File: config.mk
export PLATFORM = sky130hd
export DESIGN_NAME = narrow_store
export DESIGN_NICKNAME = d
export VERILOG_FILES = /design/src/rtl/narrow_store_pkg.sv /design/src/rtl/narrow_store_lane_align.sv /design/src/rtl/narrow_store.sv
export SDC_FILE = /design/constraint.sdc
export NUM_CORES = 1
export LEC_CHECK = 0
export CAP_MARGIN = 20
export CORE_ASPECT_RATIO = 0.6
export CORE_MARGIN = 8
export CORE_UTILIZATION = 45
export CTS_BUF_LIST = sky130_fd_sc_hd__clkbuf_4 sky130_fd_sc_hd__clkbuf_8
export CTS_CLUSTER_DIAMETER = 40
export DETAILED_ROUTE_END_ITERATION = 6
export GPL_TIMING_DRIVEN = 1
export PLACE_DENSITY = 0.71
export SLEW_MARGIN = 30
export SYNTH_ARGS = -nofsm -noshare
export SYNTH_HDL_FRONTEND = slang
export SYNTH_SLANG_ARGS = --single-unit
export TNS_END_PERCENT = 20
File: constraint.sdc
create_clock -name clk -period 3.3 [get_ports clk]
set_clock_uncertainty 0.2 [all_clocks]
set_input_delay 0.99 -clock clk [delete_from_list [all_inputs] [get_ports clk]]
set_output_delay 0.99 -clock clk [all_outputs]
set_load 0.05 [all_outputs]
File: src/rtl/narrow_store_pkg.sv
// Shared control encodings: store sizes and narrow-store FSM states.
package narrow_store_pkg;

    typedef enum logic [1:0] {
        SZ_BYTE = 2'b00,
        SZ_HALF = 2'b01,
        SZ_WORD = 2'b10,
        SZ_RSVD = 2'b11
    } size_e;

    typedef enum logic [1:0] {
        IDLE   = 2'b00,
        FIRST  = 2'b01,
        SECOND = 2'b10,
        ERR    = 2'b11
    } state_e;

    localparam int unsigned WORD_BYTES = 4;

endpackage

File: src/rtl/narrow_store_lane_align.sv
// Positions a byte/half/word store onto byte lanes across two adjacent words.
module store_lane_align
    import narrow_store_pkg::*;
(
    input  logic [1:0]  off,
    input  logic [31:0] data,
    input  logic [1:0]  size,
    output logic [7:0]  be8,
    output logic [63:0] data64
);

    logic [3:0]  mask;
    logic [31:0] masked;

    // Select the lane mask from the size, then shift mask and data by the byte offset.
    always_comb begin
        mask = '0;
        case (size)
            SZ_BYTE: mask = 4'h1;
            SZ_HALF: mask = 4'h3;
            SZ_WORD: mask = 4'hF;
            default: mask = '0;
        endcase
        masked = data & {{8{mask[3]}}, {8{mask[2]}}, {8{mask[1]}}, {8{mask[0]}}};
        be8    = {4'b0000, mask} << off;
        data64 = {32'h0000_0000, masked} << {off, 3'b000};
    end

endmodule

File: src/rtl/narrow_store.sv
// Narrow store unit: splits unaligned byte/half/word stores into one or two word writes.
module narrow_store
    import narrow_store_pkg::*;
(
    input  logic        clk,
    input  logic        reset,
    input  logic        req_valid,
    output logic        req_ready,
    input  logic [31:0] req_addr,
    input  logic [31:0] req_data,
    input  logic [1:0]  req_size,
    output logic        mem_we,
    output logic [31:0] mem_addr,
    output logic [31:0] mem_wdata,
    output logic [3:0]  mem_be,
    input  logic        mem_ack,
    output logic        done,
    output logic        err
);

    state_e      state;
    logic [7:0]  be8;
    logic [63:0] data64;
    logic [3:0]  be_hi;
    logic [31:0] wdata_hi;

    store_lane_align u_align (
        .off    (req_addr[1:0]),
        .data   (req_data),
        .size   (req_size),
        .be8    (be8),
        .data64 (data64)
    );

    // Store FSM; the upper-word half of the aligned store is parked in be_hi/wdata_hi
    // at accept so the outputs only need reloading on the FIRST ack.
    always_ff @(posedge clk) begin
        if (reset) begin
            state     <= IDLE;
            req_ready <= 1'b1;
            mem_we    <= 1'b0;
            mem_addr  <= '0;
            mem_wdata <= '0;
            mem_be    <= '0;
            be_hi     <= '0;
            wdata_hi  <= '0;
            done      <= 1'b0;
            err       <= 1'b0;
        end else begin
            done <= 1'b0;
            err  <= 1'b0;
            case (state)
                IDLE: begin
                    if (req_valid && req_ready) begin
                        req_ready <= 1'b0;
                        if (req_size == SZ_RSVD) begin
                            state <= ERR;
                            err   <= 1'b1;
                        end else begin
                            state     <= FIRST;
                            mem_we    <= 1'b1;
                            mem_addr  <= {req_addr[31:2], 2'b00};
                            mem_be    <= be8[3:0];
                            mem_wdata <= data64[31:0];
                            be_hi     <= be8[7:4];
                            wdata_hi  <= data64[63:32];
                        end
                    end
                end
                FIRST: begin
                    if (mem_ack) begin
                        if (be_hi != '0) begin
                            state     <= SECOND;
                            mem_addr  <= mem_addr + 32'd4;
                            mem_be    <= be_hi;
                            mem_wdata <= wdata_hi;
                        end else begin
                            state     <= IDLE;
                            req_ready <= 1'b1;
                            mem_we    <= 1'b0;
                            mem_be    <= '0;
                            mem_wdata <= '0;
                            done      <= 1'b1;
                        end
                    end
                end
                SECOND: begin
                    if (mem_ack) begin
                        state     <= IDLE;
                        req_ready <= 1'b1;
                        mem_we    <= 1'b0;
                        mem_be    <= '0;
                        mem_wdata <= '0;
                        done      <= 1'b1;
                    end
                end
                ERR: begin
                    state     <= IDLE;
                    req_ready <= 1'b1;
                end
                default: begin
                    state     <= IDLE;
                    req_ready <= 1'b1;
                    mem_we    <= 1'b0;
                    mem_be    <= '0;
                    mem_wdata <= '0;
                end
            endcase
        end
    end

endmodule

==> results.md, run 1 <==
* Outcome: finished, final reports clean
* DR vias at 5,819
* Die Ht at 100 um
* Tcrit/Tclk final at 0.909
* First-pass GRT wire length at 30,800 um
* Adder-cell share of the synthesized area at 0.0164
* Net Sw Power at 3520 uW
* Final setup violation count at 0
* Worst slack at placement at -17.3 ps
* Sequential area share after synthesis at 0.371
* Synth async-reset ratio at 0
* Synth area leader: dfxtp_1
* Top cell type's share of synthesized area at 0.371
* Dpl hpwl at 14,800 um
* Period minus WS final at 3000 ps
* Number of antenna diodes at 0
* Initial antenna violation count at 0
* I/O pins at 142
* DP Cell Count at 935
* Comb power frac at 0.605
* Post-Syn Area at 0.00534 mm2
* Largest net degree at the start of global routing at 52
* P_int at 3500 uW
* Seq cells post-synth at 99
* Power share of the sequential group at 0.269
* Simple-gate share of the synthesized area at 0.247
* Crit path kind: input port to flop
* Top cells by area, synth: dfxtp_1 (37%), nor2_1 (5.6%), a21oi_1 (4.1%)
* Worst Hold Class: flop to flop
* Synth Area in XOR/XNOR at 0
* WP data required at 3410 ps
* CTS H-tree lvls at 3
* Layout cells sized above 1 at 0.107
* Arrival time at the worst endpoint at 3110 ps
* Initial DRC Count at 788
* Starting density of the core at 0.467
* Switching share of power at 0.502
* Worst vdd ir at 0.607 mV
* CTS buffer count at 9
* Fmax at 334 MHz
* First-pass DRT Iterations at 5
* Yosys warning count at 0
* Die X at 157 um
* Full die area at 0.0157 mm2
* PD cells at 973 mW/mm2
* # resized after CTS at 0
* Clk pin slew, worst setup/hold paths at 90 ps
* Min Hold Slack at 258 ps
* Slew of the pin with the lowest slew margin at 943 ps
* Syn Inst Count at 661
* Post-synth EDFFs at 0
* Synth Area in Compound Gates at 0.269
* Total clock sinks at 99
* Drt drc at 0
* Reg-to-reg setup timing slack at 400 ps
* Clock Latency Late Sink at 380 ps
* Dominant synthesized flop cell: dfxtp_1
* CTS max path bufs at 2
* Total grt overflow at 0
* Synthesized area per cell at 8.08 um2
* Power Total at 7020 uW
* Post-route setup slack at 302 ps
* Final Hold Viols at 0
* Final nets at 863
* Netlist cell types at 65
* CP Capture Type: flop
* RePlAce Congestion at 1.00
* Mux cell area share after synthesis at 0.0321
* Max FO, Critical Path at 9
* Fill count at 979
* GRT Util Overall at 0.246
* P_leak at 0.00250 uW
* CORE AREA at 0.0114 mm2
* Via count of the first global-routing pass at 5,470
* Post-route setup TNS at 0 ps
* Max_slew headroom at 0.368
* Clock Tree Root: clkbuf_8
* RSZ-0062 raised after global routing: false
* Max Cap Viol at 0
* FP Rows at 30
* Post CTS Setup Buffer Count at 0
* Port Buffer Count at 139
* CTS tree: done
* Post-route insts no fill at 951
* Combinational family with the most area after synthesis: compound AO/OA/AOI/OAI gates
* Slew Limit Fails at 0
* Area Overhead vs Synth at 34.9%
* Worst setup SP type: input port
* WL per Instance at 20.7 um
* Number of vias per cell at 6.12
* Cts hold-fix bufs at 0
* Final wirelength at 19,700 um
* Routed Antenna Nets at 0
* Clk pwr share at 0.125
sequential cells by signal (all words and copies together), names as in the netlist:
| signal | count |
|---|---|
| be_hi | 3 |
| mem_addr | 30 |
| req_ready | 1 |
| err | 1 |
| state | 2 |
| wdata_hi | 24 |
| mem_we | 1 |
| mem_wdata | 32 |
| mem_be | 4 |
| done | 1 |
cell usage in the layout, fill, tap and decap left out, types with 3 or more instances in the layout:
cell	n
o32ai_1	7
nor2b_1	12
clkbuf_8	9
and4_1	3
buf_4	31
a22oi_1	24
a21o_1	4
a311oi_1	20
or2_2	4
o31a_1	3
buf_12	5
mux2_2	9
nand2b_1	11
a21oi_1	44
nor4_2	3
nand4_1	16
nor3_1	30
a32oi_1	7
nand3_1	25
nor2_1	80
and3_1	6
ha_1	6
nor4_1	3
nand2_1	53
a31oi_1	6
or3_1	4
dfxtp_1	99
a32o_1	8
mux2i_1	7
clkdlybuf4s50_1	138
a221oi_1	19
a211oi_1	10
inv_1	12
o21ai_0	25
Yosys cell counts, types with 8 or more instances:
cell,number
buf_2,13
nand3_1,25
a221oi_1,19
nor3_1,30
a21oi_1,44
o21ai_0,25
nor2b_1,12
dfxtp_1,99
clkbuf_1,40
inv_1,13
nor2_1,80
mux2_2,9
a22oi_1,24
nand2_1,53
a32o_1,8
nand4_1,16
a211oi_1,10
nand2b_1,11
a311oi_1,20
power groups by stage:
stage | clock (uW) | sequential, uW | combinational, uW
detailed placement | 0 | 1900 | 4200
CTS | 890 | 1880 | 4230
floorplan | 0 | 2770 | 1870
global placement | 0 | 1880 | 4120
finish | 880 | 1890 | 4250
global route | 941 | 1940 | 4540
cell families (layout without fill, tap and decap cells):
family,count (synthesis),count (layout)
flip-flops,99,99
AO/OA/AOI/OAI,198,198
multiplexers,16,16
adder cells (fa/ha/maj),7,7
buffers and inverters,77,206
AND/OR/NAND/NOR,263,263
other,1,2
worst max-delay path: stages:
cell	delay, ps
clkdlybuf4s50_1	440
ha_1	250
buf_4	180
nor2b_1	510
a2bb2oi_1	200
o21ai_0	200
buf_4	150
a22oi_1	60
nor2_1	120
metal layers:
metal  up-vias  GRT usage  wire length [um]
li1       2721          -                 -
met1      2758      0.357              9010
met2       309      0.345              8190
met3        31     0.0751              2230
met4         0     0.0507               274
met5         -          0                 0
area by class of cell:
class / instances / area (um2) / area share
multi-input combinational: 486 / 3030 / 0.420
sequential: 99 / 1980 / 0.275
inverter: 15 / 56.3 / 0.00781
clock inverter: 6 / 90.1 / 0.0125
clock buffer: 10 / 131 / 0.0182
timing repair buffer: 175 / 1720 / 0.239
tap: 160 / 200 / 0.0278
per-stage QoR:
stage	cell area, um2	util
floorplan	5350	-
global placement	6990	0.610
detailed placement	6990	0.610
CTS	7210	0.630
global route	7210	0.630
finish	7210	0.630
path summary, 6_finish.rpt:
path                                    from       endpoint  depth (start not counted)
worst min register to register  wdata_hi[15]   wdata_hi[15]                          2
worst min-delay path            wdata_hi[15]   wdata_hi[15]                          2
worst max register to register      state[1]   mem_addr[27]                          7
worst max-delay path             req_size[0]  mem_wdata[24]                          9
(Power assumes the default switching activity.)
==> run 2, diff against run 1 <==
--- a/config.mk
+++ b/config.mk
@@ -11,6 +11,7 @@
 export CORE_UTILIZATION = 45
 export CTS_BUF_LIST = sky130_fd_sc_hd__clkbuf_4 sky130_fd_sc_hd__clkbuf_8
 export CTS_CLUSTER_DIAMETER = 40
+export CTS_CLUSTER_SIZE = 16
 export DETAILED_ROUTE_END_ITERATION = 6
 export GPL_TIMING_DRIVEN = 1
 export PLACE_DENSITY = 0.71
@@ -18,4 +19,4 @@
 export SYNTH_ARGS = -nofsm -noshare
 export SYNTH_HDL_FRONTEND = slang
 export SYNTH_SLANG_ARGS = --single-unit
-export TNS_END_PERCENT = 20
+export TNS_END_PERCENT = 5
==> constraint.sdc (replaced) <==
create_clock -name clk -period 3.8 [get_ports clk]
set_clock_uncertainty 0.2 [all_clocks]
set_input_delay 1.14 -clock clk [delete_from_list [all_inputs] [get_ports clk]]
set_output_delay 1.14 -clock clk [all_outputs]
set_load 0.05 [all_outputs]
==> run 2 against run 1 <==
Net effect: count of clock-buffer cells in the layout shrank 1; combinational power shrank 16%; critical path depth shrank 1; sequential power shrank 13%; global-route usage shrank 0.61 points; power shrank 16%; register-to-register slack gained 530 ps; worst hold slack gained 3.1 ps; sequential cell count is the same; utilization shrank 1.2 points; first-iteration DRC count shrank 22%; final cell count shrank 1.3%.
==> results.md, run 2 (same netlist as run 1, synthesis figures left out) <==
* Outcome: finished, final reports clean (unchanged)
* P_leak at 0.00242 uW (was 0.00250 uW)
* Arrival time at the worst endpoint at 3370 ps (was 3110 ps)
* Max Cap Viol at 0 (unchanged)
* Initial DRC Count at 617 (was 788)
* Post CTS Setup Buffer Count at 0 (unchanged)
* Final Hold Viols at 0 (unchanged)
* GRT Util Overall at 0.240 (was 0.246)
* Max FO, Critical Path at 9 (unchanged)
* Routed wl met2 at 8130 um (was 8190 um)
* Layout cells sized above 1 at 0.0937 (was 0.107)
* Hold EP: wdata_hi[8] (was wdata_hi[15])
* CP max stage delay at 550 ps (was 510 ps)
* Clock Latency Late Sink at 390 ps (was 380 ps)
* Most frequent cells in the layout: clkdlybuf4s50_1 (138), dfxtp_1 (99), nor2_1 (80) (unchanged)
* Starting density of the core at 0.467 (unchanged)
* Via count of the first global-routing pass at 5,303 (was 5,470)
* Tcrit/Tclk final at 0.856
* Area Overhead vs Synth at 32.4% (was 34.9%)
* Slew of the pin with the lowest slew margin at 886 ps (was 943 ps)
* Min Hold Slack at 261 ps (was 258 ps)
* Reg-to-reg startpoint: state[1] (unchanged)
* Number of antenna diodes at 0 (unchanged)
* CP max stage cell: nor2b_1 (unchanged)
* CTS tree: done (unchanged)
* Crit path buffers/inverters at 2 (was 3)
* Register Area at 0.00198 mm2 (unchanged)
* Cts hold-fix bufs at 0 (unchanged)
* Worst Hold Class: flop to flop (unchanged)
* PD cells at 838 mW/mm2 (was 973 mW/mm2)
* Number of vias per cell at 6.19 (was 6.12)
* Met1 Routed Length at 8640 um (was 9010 um)
* Max_slew headroom at 0.406 (was 0.368)
* Metal3 WL at 2300 um (was 2230 um)
* Post-route setup TNS at 0 ps (unchanged)
* Slew Limit Fails at 0 (unchanged)
* First-pass DRT Iterations at 5 (unchanged)
* Dpl hpwl at 14,200 um (was 14,800 um)
* Largest register FFs at 32 (unchanged)
* CP Capture Type: flop (unchanged)
* # resized after CTS at 0 (unchanged)
* Routed Antenna Nets at 0 (unchanged)
* Area of the multi-input gates at 0.00304 mm2 (was 0.00303 mm2)
* Crit-path leading delay family: compound AO/OA/AOI/OAI gates (was buffers and inverters)
* Hold path start: wdata_hi[8] (was wdata_hi[15])
* FP Rows at 30 (unchanged)
* Commonest non-fill, non-tap cell in the layout: clkdlybuf4s50_1 (unchanged)
* CTS H-tree lvls at 3 (unchanged)
* Die Ht at 100 um (unchanged)
* Final nets at 851 (was 863)
* Reg-to-reg setup timing slack at 930 ps (was 400 ps)
* Largest net degree at the start of global routing at 96 (was 52)
* Biggest register: mem_wdata (unchanged)
* Period minus WS final at 3250 ps
* DR vias at 5,817 (was 5,819)
* Top layer in use: met4 (unchanged)
* RSZ-0062 raised after global routing: false (unchanged)
* Final wirelength at 19,400 um (was 19,700 um)
* CTS buffer count at 9 (unchanged)
* Die X at 157 um (unchanged)
* Top flop regs: mem_wdata (32), mem_addr (30), wdata_hi (24) (unchanged)
* First-pass GRT wire length at 30,100 um (was 30,800 um)
* Worst vdd ir at 0.560 mV (was 0.607 mV)
* Fmax at 307 MHz
* Hold path depth at 2 (unchanged)
* FF-to-FF path depth at 7 (unchanged)
* Initial antenna violation count at 0 (unchanged)
* Total grt overflow at 0 (unchanged)
* Full die area at 0.0157 mm2 (unchanged)
* Fill count at 983 (was 979)
* RePlAce Congestion at 0.972 (was 1.00)
* Worst path cell trace: clkdlybuf4s50_1, ha_1, buf_4, nor2b_1, a32oi_1, o21ai_0, a22oi_1, nor2_1 (was clkdlybuf4s50_1, ha_1, buf_4, nor2b_1, a2bb2oi_1, o21ai_0, buf_4, a22oi_1, nor2_1)
* Final setup violation count at 0 (unchanged)
* Clk pin slew, worst setup/hold paths at 100 ps (was 90 ps)
* Total clock sinks at 99 (unchanged)
* Reg2reg end: mem_addr[27] (unchanged)
* Clock Tree Root: clkbuf_8 (unchanged)
* CORE AREA at 0.0114 mm2 (unchanged)
* Power Total at 5930 uW (was 7020 uW)
* Drt drc at 0 (unchanged)
* Crit path kind: input port to flop (unchanged)
* CTS max path bufs at 2 (unchanged)
* Port Buffer Count at 139 (unchanged)
* I/O pins at 142 (unchanged)
* Worst setup SP type: input port (unchanged)
* WL per Instance at 20.6 um (was 20.7 um)
* WP data required at 3920 ps (was 3410 ps)
run 2: metrics by stage:
step / cell area (um2) / util / cells / setup slack, ps
floorplan: 5350 / - / 662 / 885
global placement: 6860 / 0.599 / 923 / 347
detailed placement: 6860 / 0.599 / 923 / 231
CTS: 7070 / 0.617 / 939 / 621
global route: 7080 / 0.618 / 939 / 383
finish: 7080 / 0.618 / 939 / 545
run 2: worst register-to-register path, cell delays in order, from the launching register on:
cell and delay [ps]:
dfxtp_1 340, inv_1 110, ha_2 520, clkinv_1 850
nor2_1 310, and4_1 220, o21ai_0 90, a21oi_1 160
run 2: worst max path at each step:
stage | start | to | slack [ps] | cells past startpoint
finish | req_size[0] | mem_wdata[28] | 550 | 8
global placement | req_size[0] | mem_addr[26] | 350 | 7
detailed placement | req_size[0] | mem_wdata[26] | 230 | 8
global route | req_size[0] | mem_wdata[31] | 380 | 8
CTS | req_size[0] | mem_wdata[26] | 620 | 8
floorplan | req_size[0] | mem_addr[25] | 880 | 7
run 2: routing by layer:
layer	vias up	track usage
li1	2697	-
met1	2726	0.342
met2	350	0.340
met3	44	0.0742
met4	0	0.0558
met5	-	0
run 2: final cells by class:
class                           instances  area share
Clock buffer                            9      0.0175
Clock inverter                          7      0.0118
Inverter                               15     0.00796
Multi-Input combinational cell        486       0.429
Sequential cell                        99       0.280
Tap cell                              160      0.0283
Timing Repair Buffer                  163       0.225
run 2: where the power goes:
| part | leakage, uW | internal [uW] | switching [uW] |
|---|---|---|---|
| Clock | 0.000102 | 316 | 409 |
| Sequential | 0.000810 | 1330 | 303 |
| Combinational | 0.00150 | 1240 | 2320 |
